## src/rtl/alu_muldiv.sv

```systemverilog
// Iterative multiply/divide unit with private HI/LO registers.
// One radix-2 shift-add (multiply) or restoring shift-subtract (divide) step per cycle.
module alu_muldiv #(
  parameter int WIDTH = 32
) (
  input  logic             clk,
  input  logic             rst,
  input  logic             start,
  input  logic [2:0]       op,
  input  logic [WIDTH-1:0] opA,
  input  logic [WIDTH-1:0] opB,
  output logic             busy,
  output logic             done,
  output logic [WIDTH-1:0] hi,
  output logic [WIDTH-1:0] lo,
  output logic             div_by_zero
);

  localparam int CW = (WIDTH > 2) ? $clog2(WIDTH) : 1;

  localparam logic [2:0] OP_MULT  = 3'd0;
  localparam logic [2:0] OP_MULTU = 3'd1;
  localparam logic [2:0] OP_DIV   = 3'd2;
  localparam logic [2:0] OP_DIVU  = 3'd3;
  localparam logic [2:0] OP_MTHI  = 3'd4;
  localparam logic [2:0] OP_MTLO  = 3'd5;

  typedef enum logic [1:0] {
    IDLE = 2'd0,
    CALC = 2'd1,
    FIN  = 2'd2
  } state_t;

  state_t               state_q, state_d;
  logic [CW-1:0]        cnt_q, cnt_d;
  logic                 is_div_q, is_div_d;
  logic                 neg_q, neg_d;       // product / quotient sign
  logic                 neg_r_q, neg_r_d;   // remainder sign (follows dividend)
  logic [WIDTH-1:0]     opa_q, opa_d;
  logic [WIDTH-1:0]     mag_b_q, mag_b_d;
  logic [2*WIDTH-1:0]   acc_q, acc_d;
  logic [WIDTH-1:0]     hi_q, hi_d;
  logic [WIDTH-1:0]     lo_q, lo_d;
  logic                 done_q, done_d;
  logic                 dbz_q, dbz_d;
  logic                 busy_q, busy_d;

  // Operand conditioning at start
  logic                 op_signed;
  logic                 sign_a, sign_b;
  logic [WIDTH-1:0]     mag_a_in, mag_b_in;

  assign op_signed = (op == OP_MULT) || (op == OP_DIV);
  assign sign_a    = op_signed & opA[WIDTH-1];
  assign sign_b    = op_signed & opB[WIDTH-1];
  assign mag_a_in  = sign_a ? (~opA + 1'b1) : opA;
  assign mag_b_in  = sign_b ? (~opB + 1'b1) : opB;

  // Multiply step: low half of acc holds the remaining multiplier bits
  logic [WIDTH:0]       mul_sum;
  logic [2*WIDTH-1:0]   mul_next;

  assign mul_sum  = {1'b0, acc_q[2*WIDTH-1:WIDTH]} + (acc_q[0] ? {1'b0, mag_b_q} : '0);
  assign mul_next = {mul_sum, acc_q[WIDTH-1:1]};

  // Divide step: upper half is the partial remainder, lower half fills with quotient bits
  logic [WIDTH:0]       div_shift;
  logic                 div_ge;
  logic [WIDTH-1:0]     div_diff;
  logic [2*WIDTH-1:0]   div_next;

  assign div_shift = acc_q[2*WIDTH-1:WIDTH-1];
  assign div_ge    = (div_shift >= {1'b0, mag_b_q});
  assign div_diff  = div_shift[WIDTH-1:0] - mag_b_q;
  assign div_next  = {(div_ge ? div_diff : div_shift[WIDTH-1:0]), acc_q[WIDTH-2:0], div_ge};

  // Sign correction applied in FIN
  logic [2*WIDTH-1:0]   prod_fix;
  logic [WIDTH-1:0]     quo_fix, rem_fix;
  logic                 b_zero;

  assign prod_fix = neg_q ? (~acc_q + 1'b1) : acc_q;
  assign quo_fix  = neg_q ? (~acc_q[WIDTH-1:0] + 1'b1) : acc_q[WIDTH-1:0];
  assign rem_fix  = neg_r_q ? (~acc_q[2*WIDTH-1:WIDTH] + 1'b1) : acc_q[2*WIDTH-1:WIDTH];
  assign b_zero   = (mag_b_q == '0);

  always_comb begin
    state_d  = state_q;
    cnt_d    = cnt_q;
    is_div_d = is_div_q;
    neg_d    = neg_q;
    neg_r_d  = neg_r_q;
    opa_d    = opa_q;
    mag_b_d  = mag_b_q;
    acc_d    = acc_q;
    hi_d     = hi_q;
    lo_d     = lo_q;
    done_d   = 1'b0;
    dbz_d    = 1'b0;

    unique case (state_q)
      IDLE: begin
        if (start) begin
          unique case (op)
            OP_MULT, OP_MULTU, OP_DIV, OP_DIVU: begin
              is_div_d = (op == OP_DIV) || (op == OP_DIVU);
              neg_d    = sign_a ^ sign_b;
              neg_r_d  = sign_a;
              opa_d    = opA;
              mag_b_d  = mag_b_in;
              acc_d    = {{WIDTH{1'b0}}, mag_a_in};
              cnt_d    = '0;
              state_d  = CALC;
            end
            OP_MTHI: begin
              hi_d   = opA;
              done_d = 1'b1;
            end
            OP_MTLO: begin
              lo_d   = opA;
              done_d = 1'b1;
            end
            default: ;
          endcase
        end
      end
      CALC: begin
        acc_d = is_div_q ? div_next : mul_next;
        if (cnt_q == CW'(WIDTH - 1)) begin
          state_d = FIN;
        end else begin
          cnt_d = cnt_q + 1'b1;
        end
      end
      FIN: begin
        if (is_div_q) begin
          // Most-negative / -1 falls out naturally: magnitude 2^(W-1) re-negates to itself
          if (b_zero) begin
            hi_d = opa_q;
            lo_d = '1;
          end else begin
            hi_d = rem_fix;
            lo_d = quo_fix;
          end
          dbz_d = b_zero;
        end else begin
          hi_d = prod_fix[2*WIDTH-1:WIDTH];
          lo_d = prod_fix[WIDTH-1:0];
        end
        done_d  = 1'b1;
        state_d = IDLE;
      end
      default: state_d = IDLE;
    endcase

    busy_d = (state_d != IDLE);
  end

  always_ff @(posedge clk) begin
    if (rst) begin
      state_q  <= IDLE;
      cnt_q    <= '0;
      is_div_q <= 1'b0;
      neg_q    <= 1'b0;
      neg_r_q  <= 1'b0;
      opa_q    <= '0;
      mag_b_q  <= '0;
      acc_q    <= '0;
      hi_q     <= '0;
      lo_q     <= '0;
      done_q   <= 1'b0;
      dbz_q    <= 1'b0;
      busy_q   <= 1'b0;
    end else begin
      state_q  <= state_d;
      cnt_q    <= cnt_d;
      is_div_q <= is_div_d;
      neg_q    <= neg_d;
      neg_r_q  <= neg_r_d;
      opa_q    <= opa_d;
      mag_b_q  <= mag_b_d;
      acc_q    <= acc_d;
      hi_q     <= hi_d;
      lo_q     <= lo_d;
      done_q   <= done_d;
      dbz_q    <= dbz_d;
      busy_q   <= busy_d;
    end
  end

  assign busy        = busy_q;
  assign done        = done_q;
  assign hi          = hi_q;
  assign lo          = lo_q;
  assign div_by_zero = dbz_q;

endmodule

```

## config.mk

```make
export PLATFORM = sky130hd
export DESIGN_NAME = alu_muldiv
export DESIGN_NICKNAME = d
export VERILOG_FILES = /design/src/rtl/alu_muldiv.sv
export SDC_FILE = /design/constraint.sdc
export NUM_CORES = 1
export LEC_CHECK = 0
export CORE_MARGIN = 3
export CORE_UTILIZATION = 40
export DETAILED_ROUTE_END_ITERATION = 16
export GPL_TIMING_DRIVEN = 1
export SYNTH_ARGS = -nofsm -noshare
export SYNTH_HDL_FRONTEND = slang
export SYNTH_SLANG_ARGS = --single-unit
```

## constraint.sdc

```tcl
create_clock -name clk -period 4.1 [get_ports clk]
set_input_delay 0.41 -clock clk [delete_from_list [all_inputs] [get_ports clk]]
set_output_delay 0.41 -clock clk [all_outputs]
set_load 0.03 [all_outputs]
```

# Word-level counts from Yosys, hierarchy flattened
# Cells that the tools add are included.
# W data, S select, Z words.
[word_totals]
register_bits = 205
out_inout_bits = 67
[classes]
addsub = 8
n_lt_le_gt_ge = 1
eq_ne = 13
n_mux = 32
bitwise_logic = 10
reduce_logical = 16
[op_table]
columns = ["cell", "count"]
rows = [
  ["$mux W32", 14],
  ["$mux W64", 4],
  ["$add A32 B1 Y32 const B", 4],
  ["$not A32 Y32", 4],
  ["$pmux W32 S2", 2],
  ["$pmux W64 S2", 1],
  ["$add A64 B1 Y64 const B", 1],
  ["$not A64 Y64", 1],
  ["$add A32 B32 Y33", 1],
  ["$ge A33 B32 Y1", 1],
  ["$logic_not A32 Y1", 1],
  ["$sub A32 B32 Y32", 1],
  ["$mux W5", 3],
  ["$reduce_and A3 Y1", 4],
  ["$pmux W5 S2", 1],
  ["$eq A3 B2 Y1 const B", 2],
  ["$eq A3 B3 Y1 const B", 2],
  ["$mux W2", 3],
  ["$ne A2 B1 Y1 const B", 3],
  ["$reduce_bool A2 Y1", 3],
  ["$add A5 B1 Y5 const B", 1],
  ["$eq A5 B5 Y1 const B", 1],
  ["$ne A2 B2 Y1 const B", 2],
  ["$pmux W2 S2", 1],
  ["other kinds (15)", 19],
]

# Logic depth before layout (Yosys ltp)
# Gate-level depths: netlist of run 1.
[depth]
ltp_word = 7
ltp_mapped = 14
mapped_depth_nobuf = 13

# Worst setup path after synthesis of run 1
# Ideal clock, no wire load.
[synth_timing]
path_kind = "reg-to-reg"
from = "register acc_q[9]"
to = "register hi_q[23] (netlist: hi[23])"
setup_time_ps = 70
arrival_ps = 3185
required_ps = 4030
path_slack_ps = 845
path_stages_with_launch = 11
n_path_buf = 1
path_cell_list = "dfxtp_1 buf_6 or3_1 or4_4 or4_4 or4_4 a21oi_4 mux2_1 o221ai_1 o211ai_1 a21oi_1"
[synth_via]
elab_chain_len = 5
[synth_lines]
columns = ["item", "line", "rtl"]
rows = [
  ["start: declaration", "41", "logic [2*WIDTH-1:0] acc_q, acc_d;"],
  ["start signal: assignment", "168", "acc_q <= '0;"],
  ["start signal: assignment", "182", "acc_q <= acc_d;"],
  ["$not A64 Y64", "82", "assign prod_fix = neg_q ? (~acc_q + 1'b1) : acc_q;"],
  ["$add A64 B1 Y64", "82", ""],
  ["$mux W64", "82", ""],
  ["$mux W32", "136", "if (is_div_q) begin"],
  ["$pmux W32 S2", "101", "unique case (state_q)"],
  ["end signal: assignment", "183", "hi_q <= hi_d;"],
  ["end: declaration", "42", "logic [WIDTH-1:0] hi_q, hi_d;"],
]
# No other way between the ends.
# A chain may end at the register's enable or synchronous reset.

# Final worst setup path of run 1
[layout_timing]
from = "register acc_q[2]"
to = "register hi_q[23] (netlist: hi[23])"
# The elaborated chain is that of the path after synthesis.

==> results, run 1 <==
- The total global-route track usage is a little over a quarter.
- The DRC violations left is 0.
- The maximum number of pins on one net before global-route repair is 100.
- With fillers left out, the area of the finished cells amounts to between 15,000 and 20,000 sq um.
- Clock tree synthesis selected as its root buffer the cell sky130_fd_sc_hd__clkbuf_16.
- Across the routed clock network, the largest skew measured is ~40 ps.
- The largest individual stage delay along the critical path comes from the cell sky130_fd_sc_hd__or4_4.
- The critical path goes through nor4_2 -> nand3_2 -> or4_4 -> or4_4 -> a21oi_4 -> mux2_1 -> o221ai_1 -> o211ai_1 -> a21oi_1.
- In this run the worst setup path begins at acc_q[2]$_SDFFE_PP0P_.
- The internal power of the cells totals roughly 0.0040 W.
- The register-to-register setup slack is 320 ps.
- The area enclosed by the die boundary is approximately 43,000 sq um.
- At the worst endpoint, the arrival time is about 4300 ps.
- During I/O placement, the number of pins put on the boundary was about 140.
- The non-filler instance count after layout is around 2,900.
- The critical path class is flip-flop to flip-flop.
- The number of buffers and inverters on the critical path is 0.
- The static power due to leakage is slightly above 7 nW.
- In this run the power spent charging and discharging nets is 0.00193 W.
- The number of global-route vias before repair came to between 15,000 and 20,000.
- The minimum clock period is 3780 ps.
- Setup repair after global routing left no endpoint under its margin.
- Dividing the detail-routed via count by the number of cells gives around 6.1.
- The number of maximum-capacitance violations is 0.
- By area the synthesized netlist is led by sky130_fd_sc_hd__dfxtp_1 25%, sky130_fd_sc_hd__a21oi_1 7.6%, sky130_fd_sc_hd__nand2_1 6.7%.
- sky130_fd_sc_hd__dfxtp_1 takes more of the synthesized area than any other cell.
- The post-CTS setup buffer count is 0.
- The largest voltage drop on the vdd net is 0.000258 V.
- The most numerous cell on the critical path is sky130_fd_sc_hd__or4_4.
- The last element of the critical path is hi[23]$_SDFFE_PP0P_.
- At the later pin of the worst-skew pair, clock insertion delay measures 570 ps.
- For this block, the routed nets add up to between 60,000 and 70,000 microns of wire.
- Hold repair after CTS inserted 0 buffers.
- The worst path required time is ~4600 ps.
- The number of antenna violations at the first check in global routing is 0.
- The top cell type by area accounts for 25.1% of the synthesized area.
- The tree built by TritonCTS fans out to 205 sinks.
- In the final design database the tool counted roughly 2,500 nets.
- Per report_power, the clock group accounts for about two fifths of the total.
- The highest clock rate is 265 MHz.
- Of the total power, combinational logic draws around a quarter.
- The initial DRC count is 1,726.
- The family with the most delay on the worst path is simple AND/OR/NAND/NOR gates.
- After routing, the total negative slack on setup checks comes to 0 ps.
- Along the worst path, the maximum fanout reaches 9.
- Sequential elements use between 20 and 30% of the synthesized area.
- In the final layout, the share of cells above drive strength 1 is under 10%.
- The flow ran to the end, and the final reports show no timing, DRC or antenna violations.
- The cell total after placement is 2,811.
- Yosys mapped a number of flops with a built-in enable equal to 0.
- The number of failing setup endpoints in the final timing report is 0.
- The number of cells on the worst reg-to-reg path is 9.
- The number of antenna-violating nets in the routed design is 0.
- The core region is around 40,000 sq um.
- The power density over the cells is just over 300 nW/um^2.
- The via total after detailed routing is between 15,000 and 20,000.
- Summing every instance area after synthesis gives 16,300 sq um.
- The sort of element at the end of the critical path is a flip-flop.
- The ratio of final minimum period to clock period is 92.1%.
- Buffers inserted during clock tree synthesis total 26.
- The worst hold-check slack is approximately 420 ps.
- The maximum number of buffers from clock root to sink is 3.
- The switching fraction of total power is around 32%.
- The number of antenna diodes in the final layout is 0.
- After floorplanning, the core was divided into 73 placement rows.
- The worst reg2reg path endpoint is hi[23]$_SDFFE_PP0P_.
- The portion of total power attributed to sequential cells is 36.8%.
- The worst-case headroom to the max-slew limit is 14.9%.
- Fill cells in the final layout number between 4,000 and 5,000.
- The async set or reset register ratio after synthesis is 0%.
- The starting density of the core is approximately 40%.
- Clock-pin slew was measured on the worst setup and hold paths at roughly 60 ps.
- The die width is 208 microns.
- The wire length per cell after detailed routing is 21.8 microns.
- The CTS tree is built.
- The final count of pins violating max slew is 0.
- The net count after synthesis is between 2,000 and 2,500.
- The most used flip-flop cell after synthesis is sky130_fd_sc_hd__dfxtp_1.
- The first TritonRoute pass finished after 6 iterations.
- The yosys synthesis warning count is 0.
- The number of failing hold endpoints at the final stage is 0.
- The min-delay analysis places its worst path in the category input pin to flip-flop.
- The global-route wire length before repair is around 95,000 microns.
- The maximum single-stage delay on the critical path is approximately 700 ps.
- CTS built an H-tree with a depth of 1.
- The launching element type of the critical path is a flip-flop.
- In this run the number of cells on the critical path is 9.
- The synthesis-stage register bit count is roughly 210.
- A synthesized cell averages 7.25 sq um.
- In the synthesized netlist, the number of instances is about 2,300.
- Measured along the y axis, the die boundary spans ~210 microns.
- The area growth from synthesis to layout is 17.6%.
- The post-detailed-placement half-perimeter wirelength is around 46,000 microns.
- The global placement routability congestion is around 0.96.
- In this run the cell area measured after placement is 18,300 sq um.
- In this run, distinct cell masters in the synthesized netlist total 81.
- In this run, post-CTS repair resized a total of 0 instances.
- Buffers placed on the I/O ports in this run total roughly 140.
- In this run the critical register-to-register path is launched from acc_q[2]$_SDFFE_PP0P_.
- The hold path startpoint is rst.
- The sum of overflow across all layers after global routing is 0.
- At the pin with the least slew margin, the transition time is between 1000 and 1500 ps.
[sequential cells by signal, indices dropped and copies added (netlist names), 2 cells and up]
name	count
acc_q	64
cnt_q	5
opa_q	32
mag_b_q	32
lo	32
hi	32
state_q	2
[final cells by class]
type | instances | area (sq um) | area share (%)
Multi-Input combinational cell | 1802 | 11300 | 59.1
Sequential cell | 205 | 4110 | 21.4
Timing Repair Buffer | 216 | 1990 | 10.4
Clock buffer | 34 | 721 | 3.76
Tap cell | 525 | 657 | 3.42
Inverter | 63 | 236 | 1.23
Clock inverter | 10 | 145 | 0.756
[Yosys cell counts, drive strengths merged (55+ instances only)]
cell type and n:
nand2 293, a21oi 249, nor2 212, dfxtp 205, clkbuf 161, o21ai 108
xor2 95, xnor2 88, ha 70, inv 61, a211oi 56, nor3 55
o211ai 55
[per-layer routing]
layer  track usage, %  wire length (microns)  part of all wire (%)  vias up
met5                0                      0                     0        -
met4             7.74                   1890                   3.0        0
met3             4.98                   5340                   8.6      119
met2             40.6                  26400                    42      794
met1             39.8                  28700                    46     8278
li1                 -                      -                     -     8316
[worst min path at each step]
stage | slack [ps] | endpoint | cells past startpoint
6_report | 420 | opa_q[0]$_SDFFE_PP0P_ | 2
4_1_cts | 380 | acc_q[20]$_SDFFE_PP0P_ | 2
5_1_grt | 430 | lo[20]$_SDFFE_PP0P_ | 2
3_5_place_dp | 450 | hi[9]$_SDFFE_PP0P_ | 2
3_3_place_gp | 440 | hi[17]$_SDFFE_PP0P_ | 2
2_1_floorplan | 440 | opa_q[0]$_SDFFE_PP0P_ | 2
[stage by stage]
stage / utilization (%) / power, W / setup slack (ps)
after floorplan: - / 0.00308 / 845
after global placement: 45.8 / 0.00357 / 356
after detailed placement: 45.8 / 0.00358 / 344
after CTS: 48.0 / 0.00595 / 441
after global routing: 48.0 / 0.00617 / 137
final: 48.0 / 0.00594 / 325
[cells in the final DEF (no fill, tap or decap), types with 12 or more instances in the layout]
cell type	count
sky130_fd_sc_hd__a211oi_1	56
sky130_fd_sc_hd__a21o_1	24
sky130_fd_sc_hd__a21oi_1	247
sky130_fd_sc_hd__a221oi_1	15
sky130_fd_sc_hd__a22oi_1	13
sky130_fd_sc_hd__a31oi_1	15
sky130_fd_sc_hd__buf_4	78
sky130_fd_sc_hd__clkbuf_16	26
sky130_fd_sc_hd__clkdlybuf4s50_1	135
sky130_fd_sc_hd__dfxtp_1	204
sky130_fd_sc_hd__ha_1	70
sky130_fd_sc_hd__inv_1	61
sky130_fd_sc_hd__mux2i_1	37
sky130_fd_sc_hd__nand2_1	293
sky130_fd_sc_hd__nand2b_1	18
sky130_fd_sc_hd__nand3_1	36
sky130_fd_sc_hd__nand4_1	26
sky130_fd_sc_hd__nor2_1	210
sky130_fd_sc_hd__nor2b_1	14
sky130_fd_sc_hd__nor3_1	51
sky130_fd_sc_hd__nor4_1	31
sky130_fd_sc_hd__o211ai_1	54
sky130_fd_sc_hd__o21a_1	14
sky130_fd_sc_hd__o21ai_0	106
sky130_fd_sc_hd__o21bai_1	12
sky130_fd_sc_hd__o221ai_1	43
sky130_fd_sc_hd__o31ai_1	36
sky130_fd_sc_hd__o41ai_1	15
sky130_fd_sc_hd__or3_1	31
sky130_fd_sc_hd__or4_1	13
sky130_fd_sc_hd__xnor2_1	88
sky130_fd_sc_hd__xor2_1	95
[worst register-to-register path, cell delays in order (launching register included)]
cell                       delay [ps]
sky130_fd_sc_hd__dfxtp_1          390
sky130_fd_sc_hd__nor4_2           590
sky130_fd_sc_hd__nand3_2          360
sky130_fd_sc_hd__or4_4            700
sky130_fd_sc_hd__or4_4            550
sky130_fd_sc_hd__a21oi_4          260
sky130_fd_sc_hd__mux2_1           350
sky130_fd_sc_hd__o221ai_1         230
sky130_fd_sc_hd__o211ai_1         130
sky130_fd_sc_hd__a21oi_1          170
[power groups by stage]
stage	Clock (W)	Combinational (W)	Sequential, W
detailed placement	0	0.00136	0.00223
floorplan	0	0.000873	0.00220
CTS	0.00241	0.00136	0.00218
global route	0.00247	0.00150	0.00220
finish	0.00236	0.00140	0.00218
global placement	0	0.00135	0.00222
[kinds of logic after synthesis]
kind of cell / share of synthesized area (%)
AO/OA/AOI/OAI: 29.1
XOR/XNOR: 9.82
adder cells (fa/ha/maj): 5.61
buffers and inverters: 5.66
flip-flops: 25.1
multiplexers: 2.34
AND/OR/NAND/NOR: 22.3
Note: power is estimated with default switching activity, not from simulation.
==> run 2, diff against run 1 <==
--- a/config.mk
+++ b/config.mk
@@ -7,8 +7,10 @@
 export LEC_CHECK = 0
 export CORE_MARGIN = 3
 export CORE_UTILIZATION = 40
+export CTS_BUF_LIST = sky130_fd_sc_hd__clkbuf_4
 export DETAILED_ROUTE_END_ITERATION = 16
 export GPL_TIMING_DRIVEN = 1
+export MAX_ROUTING_LAYER = met4
 export SYNTH_ARGS = -nofsm -noshare
 export SYNTH_HDL_FRONTEND = slang
 export SYNTH_SLANG_ARGS = --single-unit
==> run 2 against run 1 <==
Effect of this change: sequential cell count unchanged; power down 7.0%; utilization down 0.22 points; global-route usage up 1.5 points; routed wire length up 0.98%; final cell count up 2.5%; maximum frequency up 1.7%; first-iteration DRC count down 0.35%; die area unchanged; critical path type unchanged; largest cell class unchanged.
==> results, run 2 (synthesis gave the netlist of run 1 again) <==
- Result of the run: finished clean (unchanged).
- The number of antenna violations at the first check in global routing is 1 (was 0).
- The number of antenna-violating nets in the routed design is 0 (unchanged).
- The post-CTS setup buffer count came to 0 (unchanged).
- The layout filler cell count came to 4,168 (was 4,124).
- The final-stage net count is 2,496 (was 2,456).
- The sort of element at the end of the critical path is a flip-flop (unchanged).
- The ratio of final minimum period to clock period was 90.5% (was 92.1%).
- The critical path class was flip-flop to flip-flop (unchanged).
- The global-route wire length before repair is 97,100 microns (was 95,300 microns).
- The starting density of the core is 40.8% (unchanged).
- The cell total after placement came to 2,817 (was 2,811).
- The cell area reported after detailed placement is 18,400 sq um (was 18,300 sq um).
- The signal arrival time at the worst endpoint is 4370 ps (was 4270 ps).
- The total of cells resized after clock tree synthesis is 0 (unchanged).
- The flip-flop count of the largest register after layout is 64 (unchanged).
- The clock sink count is 205 (unchanged).
- The number of detailed-routing iterations run before antenna repair was 5 (was 6).
- The total negative setup slack is 0 ps (unchanged).
- The total global-route track usage is 28.6% (was 27.1%).
- The DRC violations left is 0 (unchanged).
- The top register by number of flip-flops is acc_q (unchanged).
- The maximum number of buffers from clock root to sink is 3 (unchanged).
- The number of global-route vias before repair came to 16,600 (was 16,200).
- The via total after detailed routing is 17,800 (was 17,500).
- The final worst setup slack came to 388 ps (was 325 ps).
- The non-filler instance count after layout is 2,926 (was 2,855).
- The launching element type of the critical path is a flip-flop (unchanged).
- The fraction of layout instances using a drive strength above 1 is 8.83% (was 6.70%).
- The wire length per cell after detailed routing was 21.5 microns (was 21.8 microns).
- The number of buffers added by the clock tree synthesis step is 60 (was 26).
- The final non-filler cell area is 19,100 sq um (was 19,200 sq um).
- Most used cells in the layout excluding fill and tap cells: 293 x sky130_fd_sc_hd__nand2_1, 247 x sky130_fd_sc_hd__a21oi_1, 210 x sky130_fd_sc_hd__nor2_1 (unchanged).
- The post-detailed-placement half-perimeter wirelength is 46,400 microns (was 45,800 microns).
- The total of buffers placed on input and output ports is 136 (unchanged).
- The measured slew at the worst slew-check pin is 1030 ps (was 1270 ps).
- The worst hold-check slack came to 124 ps (was 425 ps).
- The number of buffers inserted by hold repair at cts came to 0 (unchanged).
- The vertical extent of the die was 208 microns (unchanged).
- The power density over the cells is 289 nW/um^2 (was 310 nW/um^2).
- The number of failing setup endpoints in the final timing report is 0 (unchanged).
- Unrepaired setup endpoints after global routing: false (unchanged).
- The number of maximum-capacitance violations is 0 (unchanged).
- The worst clock skew on the final layout is 70.3 ps (was 39.8 ps).
- The worst path required time is 4760 ps (was 4600 ps).
- The final count of pins violating max slew is 0 (unchanged).
- The aggregate routed wire length was 62,900 microns (was 62,300 microns).
- The initial DRC count is 1,720 (was 1,726).
- The worst-case headroom to the max-slew limit is 30.8% (was 14.9%).
- The minimum clock period came to 3710 ps (was 3780 ps).
- The largest fanout on the critical path is 21 (was 9).
- The static power due to leakage came to 7.17 nW (was 7.12 nW).
- The most common cell after layout, fill and taps aside is sky130_fd_sc_hd__nand2_1 (unchanged).
- The register clock-pin slew on the reported worst setup and hold paths was 70 ps (was 60 ps).
- The maximum level of the CTS H-tree came to 2 (was 1).
- The vias per cell is 6.08 (was 6.13).
- The classification of the worst-slack hold path is input pin to flip-flop (unchanged).
- The CTS tree was built (unchanged).
- The worst slack after detailed placement is 342 ps (was 344 ps).
- The die width is 208 microns (unchanged).
- The row count is 73 (unchanged).
- The maximum number of pins on one net before global-route repair came to 95 (was 100).
- The global placement routability congestion was 0.954 (was 0.963).
- The number of failing hold endpoints at the final stage is 0 (unchanged).
- The clock root buffer was sky130_fd_sc_hd__clkbuf_4 (was sky130_fd_sc_hd__clkbuf_16).
- The growth of design area from synthesis to finish is 17.0% (was 17.6%).
- The largest voltage drop on the vdd net was 0.000201 V (was 0.000258 V).
- The clock latency on the worst-skew pair was 810 ps (was 570 ps).
- The core box area is 40,000 sq um (unchanged).
- The sum of overflow across all layers after global routing is 0 (unchanged).
- The I/O pin count is 137 (unchanged).
- The area enclosed by the die boundary is 43,300 sq um (unchanged).
- The highest clock rate is 269 MHz (was 265 MHz).
run 2: power breakdown:
part	internal, W	leakage (nW)	switching, W
sequential	0.00208	1.67	0.000106
combinational	0.000521	5.06	0.000890
clock	0.000945	0.439	0.000985
run 2: final cells by class:
class | instances | area, sq um | area share, %
Multi-Input combinational cell | 1802 | 11300 | 59.3
Sequential cell | 205 | 4110 | 21.5
Timing Repair Buffer | 222 | 2030 | 10.6
Tap cell | 525 | 657 | 3.44
Clock buffer | 84 | 631 | 3.30
Inverter | 63 | 236 | 1.24
Clock inverter | 24 | 100 | 0.524
Antenna cell | 1 | 2.50 | 0.0131
run 2: path summary, 6_finish.rpt:
path	to	start	slack, ps	cells after the start
setup / recovery	acc_q[53]$_SDFFE_PP0P_	acc_q[0]$_SDFFE_PP0P_	390	13
hold / removal	hi[26]$_SDFFE_PP0P_	rst	120	2
setup reg to reg	acc_q[53]$_SDFFE_PP0P_	acc_q[0]$_SDFFE_PP0P_	390	13
hold reg to reg	hi[13]$_SDFFE_PP0P_	hi[13]$_SDFFE_PP0P_	450	2
run 2: routing by layer:
metal | vias to the layer above | share of wire, % | routed length, microns | global-route usage, %
li1 | 8441 | - | - | -
met1 | 8489 | 47 | 29700 | 41.3
met2 | 759 | 42 | 26300 | 40.8
met3 | 106 | 8.4 | 5250 | 5.01
met4 | 0 | 2.7 | 1680 | 8.14
met5 | - | 0 | 0 | -
run 2: critical path, stage by stage (launching register included):
cell,delay (ps)
sky130_fd_sc_hd__dfxtp_1,470
sky130_fd_sc_hd__clkinv_1,130
sky130_fd_sc_hd__buf_4,230
sky130_fd_sc_hd__nor2_1,150
sky130_fd_sc_hd__ha_1,290
sky130_fd_sc_hd__nor2b_1,170
sky130_fd_sc_hd__o31ai_1,410
sky130_fd_sc_hd__a31oi_1,290
sky130_fd_sc_hd__o21a_1,290
sky130_fd_sc_hd__a31oi_1,440
sky130_fd_sc_hd__o21ai_0,200
sky130_fd_sc_hd__xnor2_1,180
sky130_fd_sc_hd__nor2_1,50
sky130_fd_sc_hd__a221o_1,260
run 2: stage by stage:
step | total power (W) | utilization, %
final | 0.00552 | 47.7
after global routing | 0.00580 | 47.7
after CTS | 0.00555 | 47.7
after detailed placement | 0.00360 | 45.9
after global placement | 0.00359 | 45.9
after floorplan | 0.00308 | -
